`src/rtl/pixel_stream_to_axis.sv`:
```
// Pixel stream to AXI4-Stream bridge.
// A non-stallable pixel source (data_enable/frame_start/line_end) is framed by
// a small input FSM and buffered in a FIFO whose head entry drives the AXIS
// master. On overflow the rest of the frame is dropped until the next frame_start.
module pixel_stream_to_axis #(
  parameter int DEPTH = 16
) (
  input  logic        clk,
  input  logic        reset,
  input  logic [7:0]  data,
  input  logic        frame_start,
  input  logic        line_end,
  input  logic        data_enable,
  output logic [7:0]  m_axis_tdata,
  output logic        m_axis_tvalid,
  input  logic        m_axis_tready,
  output logic        m_axis_tuser,
  output logic        m_axis_tlast,
  output logic        overflow,
  input  logic        overflow_clear,
  output logic [15:0] frame_count
);

  localparam int AW = $clog2(DEPTH);
  localparam logic [AW:0] LP_FULL = (AW + 1)'(DEPTH);

  localparam logic [1:0] S_WAIT_SOF = 2'd0;
  localparam logic [1:0] S_ACTIVE   = 2'd1;
  localparam logic [1:0] S_DROP     = 2'd2;

  logic [1:0]    r_state;
  logic          r_pend_sof;
  logic          r_overflow;
  logic [15:0]   r_frame_count;
  logic [AW-1:0] r_wr_ptr;
  logic [AW-1:0] r_rd_ptr;
  logic [AW:0]   r_count;
  logic [9:0]    r_mem [DEPTH];

  logic          w_full;
  logic          w_in_active;
  logic          w_push;
  logic          w_drop;
  logic          w_pop;
  logic          w_valid;
  logic [9:0]    w_head;

  // Full looks only at the registered occupancy, so a same-cycle pop never frees room.
  assign w_full      = (r_count == LP_FULL);
  assign w_in_active = (r_state == S_ACTIVE);
  assign w_push      = w_in_active && data_enable && !w_full;
  assign w_drop      = w_in_active && data_enable && w_full;
  assign w_valid     = (r_count != '0);
  assign w_pop       = w_valid && m_axis_tready;
  assign w_head      = r_mem[r_rd_ptr];

  // Head of the FIFO is presented directly; zeroed while empty so idle outputs are clean.
  assign m_axis_tvalid = w_valid;
  assign m_axis_tdata  = w_valid ? w_head[7:0] : 8'd0;
  assign m_axis_tlast  = w_valid ? w_head[8]   : 1'b0;
  assign m_axis_tuser  = w_valid ? w_head[9]   : 1'b0;
  assign overflow      = r_overflow;
  assign frame_count   = r_frame_count;

  // Input framing FSM: wait for a frame, accept it, or discard until the next frame.
  always_ff @(posedge clk or posedge reset) begin
    if (reset) begin
      r_state    <= S_WAIT_SOF;
      r_pend_sof <= 1'b0;
    end else begin
      case (r_state)
        S_ACTIVE: begin
          // A new frame_start re-arms SOF; otherwise the first write consumes it.
          if (frame_start)
            r_pend_sof <= 1'b1;
          else if (w_push)
            r_pend_sof <= 1'b0;
          if (w_drop && !frame_start)
            r_state <= S_DROP;
        end
        S_WAIT_SOF, S_DROP: begin
          if (frame_start) begin
            r_pend_sof <= 1'b1;
            r_state    <= S_ACTIVE;
          end
        end
        default: r_state <= S_WAIT_SOF;
      endcase
    end
  end

  // Sticky overflow flag; a new drop wins over a coincident clear.
  always_ff @(posedge clk or posedge reset) begin
    if (reset)
      r_overflow <= 1'b0;
    else if (w_drop)
      r_overflow <= 1'b1;
    else if (overflow_clear)
      r_overflow <= 1'b0;
  end

  // Counts frames whose first beat actually entered the FIFO.
  always_ff @(posedge clk or posedge reset) begin
    if (reset)
      r_frame_count <= 16'd0;
    else if (w_push && r_pend_sof)
      r_frame_count <= r_frame_count + 16'd1;
  end

  // FIFO pointers and occupancy (0..DEPTH inclusive, pointers wrap modulo DEPTH).
  always_ff @(posedge clk or posedge reset) begin
    if (reset) begin
      r_wr_ptr <= '0;
      r_rd_ptr <= '0;
      r_count  <= '0;
    end else begin
      if (w_push)
        r_wr_ptr <= r_wr_ptr + 1'b1;
      if (w_pop)
        r_rd_ptr <= r_rd_ptr + 1'b1;
      case ({w_push, w_pop})
        2'b10:   r_count <= r_count + 1'b1;
        2'b01:   r_count <= r_count - 1'b1;
        default: r_count <= r_count;
      endcase
    end
  end

  // FIFO storage, word = {sof, eol, pixel}; contents are don't-care while empty.
  always_ff @(posedge clk) begin
    if (w_push)
      r_mem[r_wr_ptr] <= {r_pend_sof, line_end, data};
  end

endmodule

```
`config.mk`:
```
export PLATFORM = sky130hd
export DESIGN_NAME = pixel_stream_to_axis
export DESIGN_NICKNAME = d
export VERILOG_FILES = /design/src/rtl/pixel_stream_to_axis.sv
export SDC_FILE = /design/constraint.sdc
export NUM_CORES = 1
export LEC_CHECK = 0
export CAP_MARGIN = 10
export CORE_MARGIN = 4
export CORE_UTILIZATION = 39
export DETAILED_ROUTE_END_ITERATION = 8
export PLACE_DENSITY = 0.53
export RECOVER_POWER = 50
export REMOVE_ABC_BUFFERS = 1
export SETUP_SLACK_MARGIN = 0.5
export SYNTH_ARGS = -nofsm -noshare
export SYNTH_HDL_FRONTEND = slang
export SYNTH_SLANG_ARGS = --single-unit
```
`constraint.sdc`:
```
create_clock -name clk -period 5.36 [get_ports clk]
set_input_delay 1.34 -clock clk [delete_from_list [all_inputs] [get_ports clk]]
set_output_delay 1.34 -clock clk [all_outputs]
set_load 0.03 [all_outputs]
```
### Word-level counts from Yosys, hierarchy flattened

Memories as Yosys holds them, arrays and structs flattened.
Cells that the tools add are included.
Widths: inputs -> output; s select.

| storage, ports and cells | value |
|---|---|
| bits in registers | 33 |
| output and inout port bits | 28 |
| latch bits | 0 |
| memory bits (read-only) | 0 |
| input bits | 15 |
| bits in writable memories | 160 |
| word-level logic and storage cells | 52 |
| memories kept | 1 |

Memory list:

| memory | depth | bits a word | rd ports | clocked after memory_dff | write ports | line | text |
|---|---|---|---|---|---|---|---|
| r_mem | 16 | 10 | 1 | 0 | 1 | 38 | `logic [9:0] r_mem [DEPTH];` |

| operators by class | value |
|---|---|
| bitwise operators | 0 |
| reductions and logical operators | 16 |
| $add $sub $neg | 5 |
| magnitude comparators | 0 |
| mux-type cells | 15 |
| multiply operators | 0 |
| shift-type cells | 0 |
| equal/unequal tests | 8 |
| divide/modulo/power cells | 0 |

Operators with widths:

| kind | number |
|---|---|
| $add 16x1->16 const B | 1 |
| $pmux 5 s2 | 1 |
| $mux 1 | 9 |
| $add 4x1->4 const B | 2 |
| $mux 8 | 1 |
| $logic_and 1x1->1 | 6 |
| $reduce_bool 2->1 | 3 |
| $add 5x1->5 const B | 1 |
| $eq 5x5->1 const B | 1 |
| $reduce_bool 5->1 | 1 |
| $sub 5x1->5 const B | 1 |
| $eq 2x1->1 const B | 2 |
| $eq 2x2->1 const B | 2 |
| $mux 2 | 2 |
| $pmux 2 s2 | 1 |
| $ne 3x2->1 const B | 1 |
| $reduce_and 3->1 | 1 |
| $logic_not 1->1 | 2 |
| $logic_not 2->1 | 1 |
| $ne 2x1->1 const B | 1 |
| $ne 2x2->1 const B | 1 |
| $pmux 1 s2 | 1 |
| $reduce_and 2->1 | 1 |
| $reduce_or 2->1 | 1 |

### Longest topological paths before layout

Gate-level depths: netlist of run 1.

| logic depth | value |
|---|---|
| word-level depth | 6 |
| depth in mapped cells | 13 |
| gate-level depth less buffers | 11 |

### Least setup slack after synthesis of run 1

No wires, ideal clock.

| timing path | value |
|---|---|
| kind | input -> register |
| start point | input port data_enable |
| end point | register r_count[4] |
| buffers on the path | 1 |
| setup time | 0.079 ns |
| setup slack | 1.937 ns |
| cell stages on the path | 11 |
| required time | 5.281 ns |
| data arrival time | 3.344 ns |
| cells stage by stage | nand3b_1 > a21oi_1 > inv_1 > ha_1 > clkbuf_1 > xor2_1 > ha_1 > a21oi_1 > or3b_2 > a31oi_1 > xor2_1 |

| between the ends | value |
|---|---|
| word-level cells in the longest chain between the ends | 4 |
| elaborated cells between the ends (all ways) | 6 |
| those cells by class | 2 x eq/ne; 1 x mux; 3 x reduce/logical |

RTL lines:

| what | line | text |
|---|---|---|
| from (decl) | 13 | `input logic data_enable,` |
| $logic_and 1x1->1 (*) (2 in series) | 51 | `assign w_push = w_in_active && data_enable && !w_full;` |
| $eq 2x1->1 or $eq 2x2->1 (tied branches) | 121 | `case ({w_push, w_pop})` |
| $pmux 5 s2 or $reduce_bool 2->1 (tied branches) | -- |  |
| to (signal assigned) | 122 | `2'b10: r_count <= r_count + 1'b1;` |
| to (signal assigned) | 123 | `2'b01: r_count <= r_count - 1'b1;` |
| to (signal assigned) | 124 | `default: r_count <= r_count;` |
| to (decl) | 37 | `logic [AW:0] r_count;` |

Every way passes the cells marked *; elsewhere a longest branch is shown, timed or not.
A chain may end at the register's enable or synchronous reset.

### Worst setup path in the final report of run 1

| timing path | value |
|---|---|
| start point | register r_rd_ptr[3] |
| end point | output port m_axis_tdata[4] |

| between the ends | value |
|---|---|
| word-level cells in the longest chain between the ends | 2 |

RTL lines:

| what | line | text |
|---|---|---|
| from (decl) | 36 | `logic [AW-1:0] r_rd_ptr;` |
| from (signal assigned) | 120 | `r_rd_ptr <= r_rd_ptr + 1'b1;` |
| $mem_v2 16x10 | -- |  |
| $mux 8 | 59 | `assign m_axis_tdata = w_valid ? w_head[7:0] : 8'd0;` |
| to (decl) | 14 | `output logic [7:0] m_axis_tdata,` |

No other way between the ends.

==> run metrics, run 1 <==
register area share after synthesis 0.714; Post-synth ARST share 0.171; internal power approximately 3.4 mW; P_sw 1.55 mW; period utilisation layout 0.825; Yosys warning count 0; slowest stage cell on the critical path clkdlybuf4s50_1; Critical R2R Launch r_count[1]; Synth Area in XOR/XNOR 0.0300; pins over their slew limit 34; initial antenna violation count 1; Tmin final between 4 and 5 ns; CTS H-tree depth 4; RSZ-0062 raised after global routing false; synthesized area just under 8000 µm²; max_slew headroom -0.202; clock root buffer clkbuf_16; CP bufs+invs 2; vias in the first global route slightly above 4000; Clk network pwr share 0.269; static leakage ~3.1 nW; final wirelength between 15000 and 20000 µm; Worst R2R Path Depth 11; Final Hold Vio Count 0; Distinct cells, synth between 40 and 50; worst setup path startpoint r_rd_ptr[3]; Critical Path, Cell by Cell buf_4, mux4_2, mux4_2, and2_1, clkdlybuf4s50_1; largest family of logic cells by synthesized area multiplexers; row cnt 51; Resized Gates After CTS 0; run status finished, violations left; Worst Hold Class reg -> reg; largest net degree at the start of global routing 34; crit-path leading delay family buffers and inverters; number of synthesized register bits between 150 and 200; Finished Cell Area around 9200 µm²; Top-Level Pins 43; Most used DFF post-synth edfxtp_1; Reg power frac 0.409; Startpoint Class flop; Design Power around 5 mW; path type of the worst setup path reg -> out; DR vias/cell 5.30; crit path DAT ~3 ns; Synth top cells by count edfxtp_1, mux4_2, dfrtp_1; gr ovfl total 0; stages on the worst setup path 5; Initial Util 0.401; Antenna Nets Post-Route 0; biggest area consumer among synthesized cells edfxtp_1; top cells by area, synth edfxtp_1, mux4_2, dfrtp_1, xnor2_1, mux4_1; CTS tree built; vias after detailed routing approximately 3900; Clock Sinks slightly below 200; CP Max Fanout 28; R2R setup slack about 1.8 ns; die footprint approximately 23000 µm²; Peak VDD IR about 0.26 mV; Place WS around 1.2 ns; Worst Tran Pin Value between 1.5 and 2 ns; clk slew on worst S/H paths 0.07 ns; EDFF count, synth 160; IO buf count 42; Reg area between 5000 and 6000 µm²; fmax roughly 0.23 GHz; Setup-failing EPs final 0; first-pass GRT wire length approximately 25000 µm; Power Dens Cells around 540 nW/µm²; Critical Path Sink m_axis_tdata[4]; most common cell in the netlist edfxtp_1; Cell Area, Placed between 8000 and 9000 µm²; detailed placer's ending HPWL ~9300 µm; R2R Path End r_count[4]; Initial DRC Count roughly 260; worst skew pair latency around 0.42 ns; gr usage total 0.151; Syn Area/Cell 19.1 µm²; CP most frequent cell mux4_2; routed len/inst ~22 µm; dpl cells 705; DR pass1 iterations 5; Synth Area in Compound Gates 0.0214; Max Root-Sink Buffers 2; Synth Area in Adders 0.0143; core area roughly 20000 µm²; RePlAce Congestion 0.720; Critical Path Max Stage Delay 0.59 ns; die height 150 µm; Multi-input gate area between 2000 and 2500 µm²; top cell type's share of synthesized area 0.609; Layout fillers roughly 1700; count of non-filler cells in the finished layout ~740; mux contribution to synthesized area 0.148; cts bufs inserted 17; Area growth syn-to-layout 16.2%; Inserted Diodes 0; area share of and/or/nand/nor cells after synthesis 0.0535; setup TNS after final layout 0 ns; Required @ worst endpoint 4.02 ns; Final WS setup between 0.9 and 1 ns; failing checks capacitance limit, slew limit; Critical Path End Type primary output; max cap viols 1; hold_buf cts 0; layout cell share with drive strength beyond 1 0.180; Final #Nets roughly 480; switching share of power 0.314; combinational fraction of design power 0.321; Die X-Extent between 150 and 200 µm; Hold Path Depth 1; clk_skew around 0.011 ns; setup bufs post-CTS 0; DRC viols 0; Syn Inst Count 413
## state kept, by name, indices dropped and copies added (netlist names)
register     cells
r_pend_sof       1
r_count          5
r_state          2
overflow         1
r_mem          160
frame_count     16
r_wr_ptr         4
r_rd_ptr         4
## worst register-to-register path, stage by stage, from the launching register on
cell,delay (ns)
dfrtp_1,0.48
nor4_4,0.47
nand2b_1,0.55
nand2_1,0.34
inv_1,0.11
ha_1,0.30
xor2_1,0.18
ha_1,0.23
a21oi_1,0.08
or3b_2,0.45
a31oi_1,0.20
xor2_1,0.15
## power groups by stage
| stage | sequential, mW | combinational (mW) | clock [mW] |
|---|---|---|---|
| floorplan | 2.16 | 0.950 | 0 |
| global placement | 2.04 | 1.61 | 0 |
| detailed placement | 2.05 | 1.63 | 0 |
| CTS | 2.02 | 1.63 | 1.36 |
| global route | 2.04 | 1.72 | 1.42 |
| finish | 2.02 | 1.58 | 1.33 |
## layout make-up
class,instances,area share
clock buffers,20,0.0476
clock inverters,12,0.0199
inverters,6,0.00246
multi-input cells,193,0.230
flip-flops and latches,193,0.614
well taps,265,0.0362
repair buffers,48,0.0500
## cell families after synthesis
logic type / count (synthesis)
AO/OA/AOI/OAI: 29
XOR/XNOR: 27
adder cells (fa/ha/maj): 9
buffers and inverters: 27
flip-flops: 193
multiplexers: 60
AND/OR/NAND/NOR: 68
## cells in the final DEF, fill, tap and decap left out, types with 7 or more instances in the layout
master / n
clkbuf_16: 17
ha_1: 9
a21oi_1: 14
dfrtp_1: 32
o21ai_0: 9
xor2_1: 8
mux2i_1: 7
nand3_1: 9
edfxtp_1: 160
nand2_1: 11
mux4_2: 38
clkdlybuf4s50_1: 31
dlygate4sd3_1: 11
mux2_2: 10
xnor2_1: 19
and2_1: 16
## stage by stage
stage / hold slack, ns / util
floorplan: 0.458 / -
global placement: 0.463 / 0.436
detailed placement: 0.474 / 0.436
CTS: 0.488 / 0.467
global route: 0.510 / 0.466
finish: 0.476 / 0.466
## worst min-delay path by stage
stage	slack, ns	end	start
global placement	0.46	frame_count[15]	frame_count[15]
global route	0.51	frame_count[9]	frame_count[9]
detailed placement	0.47	frame_count[15]	frame_count[15]
floorplan	0.46	r_state[0]	r_state[1]
CTS	0.49	frame_count[15]	frame_count[15]
finish	0.48	frame_count[15]	frame_count[15]
## routing by layer
metal,wire length (µm),GRT usage,share of wire,vias to the layer above
li1,-,-,-,1734
met1,7270,0.211,0.45,2055
met2,7720,0.234,0.48,103
met3,929,0.0379,0.058,12
met4,161,0.0480,0.010,2
met5,19,0,0.0012,-
Note: power is estimated with default switching activity, not from simulation.
==> inputs of run 2 (changes only) <==
clock period = 4.4 ns   (was 5.36 ns; I/O delays follow)
==> run metrics, run 2 (synthesized netlist as in run 1, its figures left out) <==
DR vias/cell 5.18; static leakage between 3 and 4 nW; die footprint 22600 µm²; core area approximately 20000 µm²; Clock Sinks ~190; Initial Util 0.401; die height ~150 µm; CP Max Fanout 14; slowest stage cell on the critical path clkdlybuf4s50_1; path type of the worst setup path reg -> out; largest net degree at the start of global routing 31; RePlAce Congestion ~0.7; R2R setup slack 0.81 ns; fmax around 0.26 GHz; clk_skew 0.00900 ns; combinational fraction of design power 0.324; clk slew on worst S/H paths 0.07 ns; initial antenna violation count 0; P_sw 1.90 mW; DRC viols 0; R2R Path End r_count[4]; CTS tree built; IO buf count 42; clock root buffer clkbuf_16; Startpoint Class flop; DR pass1 iterations 4; Top reg by flops r_mem; routed len/inst around 22 µm; Critical Path, Cell by Cell nor4_4, nand2b_1, clkdlybuf4s50_1; commonest cells after routing, fill and taps aside edfxtp_1, mux4_2, dfrtp_1, clkbuf_16, clkdlybuf4s50_1; Required @ worst endpoint roughly 3.3 ns; hold_sp frame_count[15]; Critical Path End Type primary output; internal power between 4 and 5 mW; Peak VDD IR approximately 0.41 mV; Die X-Extent ~150 µm; Tmin final 3.78 ns; Critical Path Max Stage Delay approximately 0.76 ns; Initial DRC Count ~180; worst skew pair latency approximately 0.42 ns; Top-Level Pins 43; Reg power frac 0.418; period utilisation layout 0.860; most common cell after layout, fill and taps aside edfxtp_1; Area growth syn-to-layout 17.1%; Setup-failing EPs final 0; gr usage total 0.154; first-pass GRT wire length about 25000 µm; worst hold path endpoint frame_count[15]; Clk network pwr share 0.257; Worst Hold Class reg -> reg; Power Dens Cells approximately 640 nW/µm²; Antenna Nets Post-Route 0; setup TNS after final layout 0 ns; detailed placer's ending HPWL roughly 9700 µm; RSZ-0062 raised after global routing false; Worst R2R Path Depth 11; crit-path leading delay family simple AND/OR/NAND/NOR gates; row cnt 51; CP bufs+invs 1; max reg flops between 150 and 200; crit path DAT approximately 2.7 ns; CTS H-tree depth 4; Final #Nets 489; max_slew headroom 0.419; Final Hold Vio Count 0; Inserted Diodes 0; Layout fillers 1723; layout cell share with drive strength beyond 1 0.197; Worst Tran Pin Value 0.871 ns; Critical R2R Launch r_count[1]; Reg area between 5000 and 6000 µm²; Multi-input gate area 2110 µm²; gr ovfl total 0; pins over their slew limit 0; Finished Core Util 0.470; final wirelength around 16000 µm; vias in the first global route roughly 4200; cts bufs inserted 17; Hold Path Depth 1; run status finished clean; max cap viols 0; vias after detailed routing approximately 3800; switching share of power 0.321; Max Root-Sink Buffers 2
==> run 2: power groups by stage <==
stage | registers (mW) | clock network (mW) | logic, mW
2_1_floorplan | 2.63 | 0 | 1.16
3_3_place_gp | 2.52 | 0 | 1.98
3_5_place_dp | 2.53 | 0 | 2.00
4_1_cts | 2.48 | 1.56 | 1.98
5_1_grt | 2.51 | 1.65 | 2.09
6_report | 2.48 | 1.53 | 1.92
==> run 2: how the worst max path moves through the flow <==
| stage | start | to | slack (ns) | cells past startpoint |
|---|---|---|---|---|
| after floorplan | r_rd_ptr[1] | m_axis_tdata[3] | 0.44 | 3 |
| after global placement | r_rd_ptr[1] | m_axis_tdata[5] | 0.70 | 5 |
| after detailed placement | data_enable | r_count[4] | 0.66 | 11 |
| after CTS | r_rd_ptr[1] | m_axis_tdata[6] | 0.49 | 6 |
| after global routing | r_count[1] | m_axis_tdata[7] | 0.46 | 5 |
| final | r_count[1] | m_axis_tvalid | 0.62 | 3 |
==> run 2: timing repair <==
item                                    in CTS  in global routing
buffers inserted                             2                  0
gates resized for setup                     10                  3
gates cloned                                 0                  0
endpoints found under the setup margin      10                  2
hold buffers                                 0                  0
==> run 2: through the flow <==
stage	hold slack (ns)	power [mW]	worst slack [ns]	instances	cell area (µm²)
3_5_place_dp	0.467	4.54	0.656	709	8630
4_1_cts	0.481	6.02	0.493	743	9230
5_1_grt	0.516	6.26	0.459	743	9230
2_1_floorplan	0.458	3.78	0.444	392	7760
6_report	0.471	5.93	0.615	743	9230
3_3_place_gp	0.461	4.50	0.705	709	8630
==> run 2: final cells by class <==
cell class / count / area share
clock buffers: 23 / 0.0577
clock inverters: 9 / 0.00691
flip-flops and latches: 193 / 0.610
well taps: 265 / 0.0359
inverters: 6 / 0.00244
repair buffers: 54 / 0.0584
multi-input cells: 193 / 0.228
==> run 2: per-layer routing <==
metal | share of wire | track usage | up-vias
met5 | 0 | 0 | -
met2 | 0.50 | 0.247 | 73
met1 | 0.45 | 0.217 | 2030
met3 | 0.043 | 0.0355 | 7
met4 | 0.0087 | 0.0384 | 0
li1 | - | - | 1739
